`src/rtl/beat_sequencer_if.sv`:
```
// rtl/beat_sequencer_if.sv - console/controller <-> beat sequencer signal bundle
interface beat_sequencer_if #(
  parameter int CNT_W = 8
) ();
  logic             qd;
  logic [2:0]       sw;
  logic             single;
  logic             stop;
  logic             short;
  logic             long;
  logic             sst0;
  logic [2:0]       w;
  logic             st0;
  logic             run;
  logic [CNT_W-1:0] cyc_cnt;

  modport master (
    output qd, sw, single, stop, short, long, sst0,
    input  w, st0, run, cyc_cnt
  );

  modport slave (
    input  qd, sw, single, stop, short, long, sst0,
    output w, st0, run, cyc_cnt
  );
endinterface

```
`src/rtl/beat_sequencer.sv`:
```
// rtl/beat_sequencer.sv - one-hot machine-cycle beat generator with ST0 phase flag
module beat_sequencer #(
  parameter int CNT_W = 8
) (
  input  logic              t3,
  input  logic              clr,
  beat_sequencer_if.slave   bus
);

  typedef enum logic [2:0] {
    IDLE  = 3'b000,
    BEAT1 = 3'b001,
    BEAT2 = 3'b010,
    BEAT3 = 3'b100
  } state_t;

  state_t           state;
  state_t           next_beat;
  logic             st0_q;
  logic             run_q;
  logic             qd_d;
  logic [2:0]       mode_q;
  logic [CNT_W-1:0] cnt_q;
  logic             qd_rise;
  logic             abort;
  logic             cyc_end;

  // Next beat and cycle-end decode for the running case; abort is resolved in the FSM.
  always_comb begin
    qd_rise   = bus.qd & ~qd_d;
    abort     = (state != IDLE) && (bus.sw != mode_q);
    cyc_end   = 1'b0;
    next_beat = IDLE;
    case (state)
      BEAT1: begin
        if (bus.short) begin
          cyc_end   = 1'b1;
          next_beat = BEAT1;
        end else begin
          next_beat = BEAT2;
        end
      end
      BEAT2: begin
        if (bus.long) begin
          next_beat = BEAT3;
        end else begin
          cyc_end   = 1'b1;
          next_beat = BEAT1;
        end
      end
      BEAT3: begin
        cyc_end   = 1'b1;
        next_beat = BEAT1;
      end
      default: begin
        cyc_end   = 1'b0;
        next_beat = IDLE;
      end
    endcase
    if ((state != IDLE) && bus.stop) begin
      cyc_end   = 1'b1;
      next_beat = IDLE;
    end
    if (cyc_end && bus.single) begin
      next_beat = IDLE;
    end
  end

  always_ff @(posedge t3 or negedge clr) begin
    if (!clr) begin
      state  <= IDLE;
      st0_q  <= 1'b0;
      run_q  <= 1'b0;
      qd_d   <= 1'b0;
      mode_q <= 3'b000;
      cnt_q  <= '0;
    end else begin
      qd_d <= bus.qd;
      if (state == IDLE) begin
        if (qd_rise) begin
          state  <= BEAT1;
          run_q  <= 1'b1;
          mode_q <= bus.sw;
        end
      end else if (abort) begin
        state <= IDLE;
        run_q <= 1'b0;
        st0_q <= 1'b0;
      end else begin
        state <= next_beat;
        run_q <= (next_beat != IDLE);
        if (cyc_end) begin
          cnt_q <= cnt_q + CNT_W'(1);
          if (bus.sst0) begin
            st0_q <= 1'b1;
          end
        end
      end
    end
  end

  assign bus.w       = state;
  assign bus.st0     = st0_q;
  assign bus.run     = run_q;
  assign bus.cyc_cnt = cnt_q;

endmodule

```
`src/flat_wrapper.sv`:
```
// flat-port wrapper written by rule: the top's interface ports become plain ports
module beat_sequencer_flat 
#(
  parameter int CNT_W = 8
)
  (t3, clr, bus_qd, bus_sw, bus_single, bus_stop, bus_short, bus_long, bus_sst0, bus_w, bus_st0, bus_run, bus_cyc_cnt);
  beat_sequencer_if #(.CNT_W(CNT_W)) bus_i ();
  input  logic t3;
  input  logic clr;
  input wire logic [$bits(bus_i.qd)-1:0] bus_qd;
  input wire logic [$bits(bus_i.sw)-1:0] bus_sw;
  input wire logic [$bits(bus_i.single)-1:0] bus_single;
  input wire logic [$bits(bus_i.stop)-1:0] bus_stop;
  input wire logic [$bits(bus_i.short)-1:0] bus_short;
  input wire logic [$bits(bus_i.long)-1:0] bus_long;
  input wire logic [$bits(bus_i.sst0)-1:0] bus_sst0;
  output wire logic [$bits(bus_i.w)-1:0] bus_w;
  output wire logic [$bits(bus_i.st0)-1:0] bus_st0;
  output wire logic [$bits(bus_i.run)-1:0] bus_run;
  output wire logic [$bits(bus_i.cyc_cnt)-1:0] bus_cyc_cnt;
  assign bus_i.qd = bus_qd;
  assign bus_i.sw = bus_sw;
  assign bus_i.single = bus_single;
  assign bus_i.stop = bus_stop;
  assign bus_i.short = bus_short;
  assign bus_i.long = bus_long;
  assign bus_i.sst0 = bus_sst0;
  assign bus_w = bus_i.w;
  assign bus_st0 = bus_i.st0;
  assign bus_run = bus_i.run;
  assign bus_cyc_cnt = bus_i.cyc_cnt;
  beat_sequencer #(.CNT_W(CNT_W)) u_core (.t3(t3), .clr(clr), .bus(bus_i));
endmodule
```
`config.mk`:
```
export PLATFORM = sky130hd
export DESIGN_NAME = beat_sequencer_flat
export DESIGN_NICKNAME = d
export VERILOG_FILES = /design/src/rtl/beat_sequencer_if.sv /design/src/rtl/beat_sequencer.sv /design/src/flat_wrapper.sv
export SDC_FILE = /design/constraint.sdc
export NUM_CORES = 1
export LEC_CHECK = 0
export BUFFER_PORTS_ARGS = -buffer_cell sky130_fd_sc_hd__buf_2
export CAP_MARGIN = 20
export CORE_UTILIZATION = 55
export CTS_BUF_LIST = sky130_fd_sc_hd__clkbuf_8
export DETAILED_ROUTE_END_ITERATION = 6
export PLACE_DENSITY_LB_ADDON = 0.05
export SLEW_MARGIN = 25
export SYNTH_ARGS = -nofsm -noshare
export SYNTH_HDL_FRONTEND = slang
export SYNTH_SLANG_ARGS = --single-unit
```
`constraint.sdc`:
```
create_clock -name t3 -period 3.7 [get_ports t3]
set_clock_uncertainty 0.15 [all_clocks]
set_input_delay 0.185 -clock t3 [delete_from_list [all_inputs] [get_ports t3]]
set_output_delay 0.185 -clock t3 [all_outputs]
set_load 0.1 [all_outputs]
```
==> results.toml, run 1 <==
[critical_path]
arrival_ps = 2170
path_buf_inv = 1
critPathRequiredTime_ps = 3680
cp_slowest_stage_delay_ps = 570
end_kind = "flip-flop"
critPathKind = "flip-flop to flip-flop"
r2r_start = "u_core.bus.w[0]"
crit_chain = "or4b_1, nor4bb_1, buf_4, nor2_1, mux2_1"
cp-startpoint = "u_core.bus.w[0]"
start_kind = "flip-flop"
critical_path.top_delay_family = "simple AND/OR/NAND/NOR gates"
rrSetupSlack_ps = 1520
rr_endpoint = "u_core.bus.cyc_cnt[1]"
endpoint = "u_core.bus.cyc_cnt[1]"
cp_slowest_cell = "or4b_1"
cp.depth = 5
reg2reg_depth = 5
worstPathMaxFanout = 11

[sta]
fin_crit_sh_pct = 59.00
period_minus_slack_ps = 2183
rsz0062_at_grt = "no"
slew_viol_final = 0
finalWorstSetupSlack_ps = 1517
hold_violations = 0
relSlewSlack_pct = 63.75
fin_tns_setup_ps = 0
setup_violations = 0
worstMarginPinSlew_ps = 542.2
fmax_mhz = 458.1

[placed_design]
placed_cells = 109
dp_slack_ps = 1518
gp_congestion = 0.8273
port-buffer-count = 23
place_hpwl_um = 1155

[detailed_routing]
drt-vias-per-instance = 5.809
drc = 0
routed-via-count = 668
dr.pass1.iters = 4
drt-initial-drc-count = 10
routed_wl_um = 1591
wl_per_cell_um = 13.83
ant_nets = 0

[layout]
multi_input_area_sq_um = 415.4
area_growth_syn_to_layout_pct = 21.66
diodes = 0
instances_no_fill = 115
finalNetCount = 113
regArea_sq_um = 425.4
utilization_pct = 75.75
drive_gt1_share_pct = 35.00
num-fill-cells = 97

[grt]
gr-total-overflow = 0
groute.usage.overall_pct = 20.31
grt_pass1_wl_um = 2622
grt_max_degree = 18
grt_pass1_vias = 577
antenna_found_initial = 0

[cts]
worstSkewPairLatency_ps = 250
cts_tree = "built"
clockBufferDepth = 2
cts_setup_buffers = 0
cts-buffers-inserted = 3
cts_root_buf = "clkbuf_8"
clk_pin_slew_ps = 60
cts_sinks = 17
htreeDepth = 1

[logic_synthesis]
ys_warn_count = 0
syn_area_per_cell_sq_um = 11.79
synth_seq_cells = 17
yosysSeqAreaShare_pct = 49.42
synth_nets = 85
syn_area_sq_um = 860.8
syn_inst = 73
netlist-cell-type-count = 30

[run_status]
status = "finished clean"

[floorplan]
die_x_um = 41.56
die_area_sq_um = 1727
core-area_sq_um = 1383
fp-row-count = 13
start_util_pct = 62.26
ios = 24
fp.dieH_um = 41.56

[power]
switching_share_pct = 44.47
p_leak_nw = 0.5197
pwr-share-seq_pct = 39.3
power_frac_comb_pct = 38.6
p_int_w = 0.0003346
p_clk_share_pct = 22.1
net-switching-power_w = 0.0002680
finalPower_w = 0.0006026
power_density_nw_per_um2 = 575.4
ir_drop_mv = 0.3632

[flow_run]
drv_cap = 0

[worst_hold_path]
worstHoldPathType = "input port to flip-flop"
==> sequential cells by signal (all words and copies together) (netlist names) <==
register and count:
u_core.bus.cyc_cnt 8, u_core.bus.run 1, u_core.bus.st0 1, u_core.bus.w 3, u_core.mode_q 3, u_core.qd_d 1
==> through the flow <==
| step | instance area, sq um | hold WS, ps |
|---|---|---|
| final | 1047 | 39.14 |
| after global routing | 1047 | 38.42 |
| after global placement | 982.2 | -26.40 |
| after detailed placement | 982.2 | -27.28 |
| after floorplan | 860.8 | -260.6 |
| after CTS | 1047 | 36.50 |
==> layout make-up <==
type,count,share of cell area (%)
tap,15,1.792
multi-input combinational,53,39.67
clock buffer,3,3.943
timing repair buffer,26,13.62
sequential,17,40.62
clock inverter,1,0.3584
==> what timing repair did <==
item                                   in CTS  in global routing
hold buffers                                2                  0
resized for setup                           0                  0
endpoints found under the hold margin      18                  0
==> cell families (layout without fill, tap and decap cells) <==
family	after synthesis	in the layout	synth area share [%]
simple gates	31	31	25.00
flops	17	17	49.42
xor+xnor	10	10	10.18
compound gates	7	7	6.396
mux	4	4	5.232
buf+inv	3	30	2.325
fa+ha+maj	1	1	1.453
==> metal layers <==
metal / global-route usage, % / vias to the layer above / share of wire (%)
li1: - / 322 / -
met1: 26.44 / 328 / 47
met2: 32.50 / 14 / 48
met3: 3.913 / 4 / 2.7
met4: 9.677 / 0 / 1.6
met5: 0 / - / 0
==> cells in the final DEF (no fill, tap or decap), drive strengths merged <==
cell          n
o21a          1
nor2          3
a221o         1
nand2         3
nor4bb        2
buf          24
xor2          7
mux2          4
or3           1
dfrtp        17
dlygate4sd3   2
o22ai         1
clkbuf        3
o31ai         1
nor3          5
xnor2         3
nand2b        2
o21ai         1
nand4         1
nor2b         2
inv           1
o2bb2a        1
ha            1
nor4          2
nand3         4
nor4b         2
nor3b         2
a221oi        1
or4b          2
==> power groups by stage <==
stage / sequential (W) / combinational [W] / clock [W]
after detailed placement: 0.000240 / 0.000232 / 0
after CTS: 0.000237 / 0.000233 / 0.000136
final: 0.000237 / 0.000232 / 0.000133
after global placement: 0.000238 / 0.000229 / 0
after floorplan: 0.000371 / 0.0000574 / 0
after global routing: 0.000241 / 0.000242 / 0.000142
==> Yosys cell counts <==
master,instances,share of area (%)
nor4_2,2,2.9
o22ai_1,1,0.73
nor4bb_1,2,2.3
o2bb2a_1,1,1.2
nor3_1,5,2.9
or3_1,1,0.73
or4b_1,1,1.2
nor2_1,3,1.3
mux2_1,1,1.3
nor4b_2,2,3.5
mux2_2,3,3.9
dfrtp_1,17,49
buf_6,1,1.3
o31ai_1,1,0.87
xnor2_1,3,3.1
nand3_1,4,2.3
or4b_2,1,1.2
ha_1,1,1.5
nor3b_1,2,1.7
nand4_1,1,0.73
buf_2,1,0.58
nand2_1,3,1.3
buf_1,1,0.44
a221oi_1,1,1.0
nand2b_1,2,1.5
nor2b_1,2,1.5
xor2_1,7,7.1
o21ai_0,1,0.58
a221o_1,1,1.2
o21a_1,1,0.87
==> worst min path at each step <==
| stage | slack (ps) | cells after the start | start | to |
|---|---|---|---|---|
| floorplan | -260 | 0 | clr | u_core.bus.cyc_cnt[0] |
| global placement | -30 | 1 | clr | u_core.bus.w[1] |
| detailed placement | -30 | 1 | clr | u_core.bus.w[1] |
| CTS | 40 | 2 | bus_sw[2] | u_core.mode_q[2] |
| global route | 40 | 2 | bus_sw[2] | u_core.mode_q[2] |
| finish | 40 | 2 | bus_sw[2] | u_core.mode_q[2] |
Note: power is estimated with default switching activity, not from simulation.
==> inputs of run 2 (changes only) <==
--- a/config.mk
+++ b/config.mk
@@ -7,7 +7,7 @@
 export LEC_CHECK = 0
 export BUFFER_PORTS_ARGS = -buffer_cell sky130_fd_sc_hd__buf_2
 export CAP_MARGIN = 20
-export CORE_UTILIZATION = 55
+export CORE_UTILIZATION = 47
 export CTS_BUF_LIST = sky130_fd_sc_hd__clkbuf_8
 export DETAILED_ROUTE_END_ITERATION = 6
 export PLACE_DENSITY_LB_ADDON = 0.05
==> constraint.sdc (replaced) <==
create_clock -name t3 -period 1.9 [get_ports t3]
set_clock_uncertainty 0.15 [all_clocks]
set_input_delay 0.095 -clock t3 [delete_from_list [all_inputs] [get_ports t3]]
set_output_delay 0.095 -clock t3 [all_outputs]
set_load 0.1 [all_outputs]
==> run 2 against run 1 <==
  * Worst setup slack got worse by 1600 ps
  * Critical path type unchanged
  * Global-route usage rose by 0.37 points
  * The flow now finishes with violations (negative setup slack)
  * Sequential cell count did not move
  * Cell count rose by 23%
  * Largest power group is now combinational cells
  * Routed wire length rose by 14%
  * Core utilization rose by 0.63 points
  * Register-to-register slack got worse by 1600 ps
==> results.toml, run 2 (synthesis results as in run 1) <==
[grt]
groute.usage.overall_pct = 20.68
gr-total-overflow = 0
grt_max_degree = 18
antenna_found_initial = 0
grt_pass1_vias = 702
grt_pass1_wl_um = 2960

[sta]
fmax_mhz = 503.2
relSlewSlack_pct = 67.61
period_minus_slack_ps = 1987
setup_violations = 6
fin_tns_setup_ps = -304.5
worstMarginPinSlew_ps = 489.2
finalWorstSetupSlack_ps = -87.19
fin_crit_sh_pct = 104.6
slew_viol_final = 0
hold_violations = 0
rsz0062_at_grt = "yes"
hold_ws_ps = 46.95

[cts]
cts_sinks = 17
cts-buffers-inserted = 3
clockBufferDepth = 2
worstSkewPairLatency_ps = 250
clk_pin_slew_ps = 70
cts_tree = "built"
cts_root_buf = "clkbuf_8"
htreeDepth = 1

[floorplan]
fp.dieH_um = 44.80
ios = 24
die_area_sq_um = 2007
die_x_um = 44.80
start_util_pct = 49.86
core-area_sq_um = 1727
fp-row-count = 15

[critical_path]
crit_chain = "or4b_4, nor4bb_4, buf_12, nor2_4, mux2_4"
arrival_ps = 1970
start_kind = "flip-flop"
cp_slowest_stage_delay_ps = 500
worstPathMaxFanout = 8
cp_slowest_cell = "dfrtp_4"
end_kind = "flip-flop"
critPathRequiredTime_ps = 1880
critPathKind = "flip-flop to flip-flop"

[layout]
layout_common_cells = "buf_2, dfrtp_1, buf_4, dlygate4sd3_1, xor2_1"
utilization_pct = 76.38
drive_gt1_share_pct = 50.43
area_growth_syn_to_layout_pct = 53.20
layout_commonest_cell = "buf_2"
finalNetCount = 130
diodes = 0
largest_register_ffs = 8

[flow_run]
drv_cap = 0

[detailed_routing]
drt-vias-per-instance = 4.986
routed_wl_um = 1814
wl_per_cell_um = 12.77
drc = 0
routed-via-count = 708
ant_nets = 0
drt-initial-drc-count = 7
dr.pass1.iters = 4

[placed_design]
place_hpwl_um = 1323
gp_congestion = 0.7909
port-buffer-count = 23

[power]
p_leak_nw = 0.6693
ir_drop_mv = 0.9307
power_density_nw_per_um2 = 955.3

[worst_hold_path]
worstHoldPathType = "input port to flip-flop"

[run_status]
failed_checks = "negative setup slack"
status = "finished, violations left"
run 2: report_power, final:
| part | switching [W] | leakage (nW) | internal, W |
|---|---|---|---|
| Sequential | 0.0000510 | 0.216 | 0.000411 |
| Clock | 0.000120 | 0.0255 | 0.000145 |
| Combinational | 0.000386 | 0.428 | 0.000147 |
| Total | 0.000556 | 0.669 | 0.000704 |
run 2: worst max-delay path: cells and delay by family (launching register included):
kind	cells	cell delay, ps
multiplexers	1	310
buffers and inverters	1	150
AND/OR/NAND/NOR	3	770
flip-flops	1	500
run 2: area by class of cell:
cell class	instances	area (sq um)
Clock buffer	3	41.29
Fill cell	127	407.9
Sequential cell	17	431.7
Timing Repair Buffer	43	305.3
Clock inverter	1	5.005
Multi-Input combinational cell	53	504.2
Tap cell	25	31.28
run 2: final timing paths:
| kind | startpoint | to | slack, ps | cells after the start |
|---|---|---|---|---|
| worst max-delay path | u_core.bus.w[0] | u_core.bus.cyc_cnt[1] | -90 | 5 |
| worst min-delay path | bus_single | u_core.bus.run | 50 | 3 |
| worst max register to register | u_core.bus.w[0] | u_core.bus.cyc_cnt[1] | -90 | 5 |
| worst min register to register | u_core.bus.cyc_cnt[7] | u_core.bus.cyc_cnt[7] | 310 | 1 |
| max in group asynchronous | clr | u_core.bus.w[0] | 1130 | 2 |
| min in group asynchronous | clr | u_core.bus.cyc_cnt[1] | 160 | 2 |
run 2: routing by layer:
metal  GRT usage, %  vias to the layer above  routed length (um)
li1               -                      359                   -
met1          27.79                      333                 867
met2          32.94                       14                 876
met3          4.800                        2                  47
met4          7.273                        0                  22
met5              0                        -                   0
run 2: what timing repair did:
action	CTS	global route
gates cloned	0	0
pin swaps	4	4
gates resized for setup	2	5
hold buffers	8	0
endpoints found under the hold margin	23	0
buffers inserted	2	1
endpoints found under the setup margin	7	10
run 2: per-stage QoR:
step / power [W] / instance area [sq um] / instances / setup slack [ps]
floorplan: 0.0008720 / 940.9 / 73 / -364.2
global placement: 0.0009662 / 1156 / 129 / -39.55
detailed placement: 0.0009812 / 1156 / 129 / -87.32
CTS: 0.001266 / 1300 / 142 / -78.15
global route: 0.001309 / 1319 / 142 / -126.2
finish: 0.001260 / 1319 / 142 / -87.19
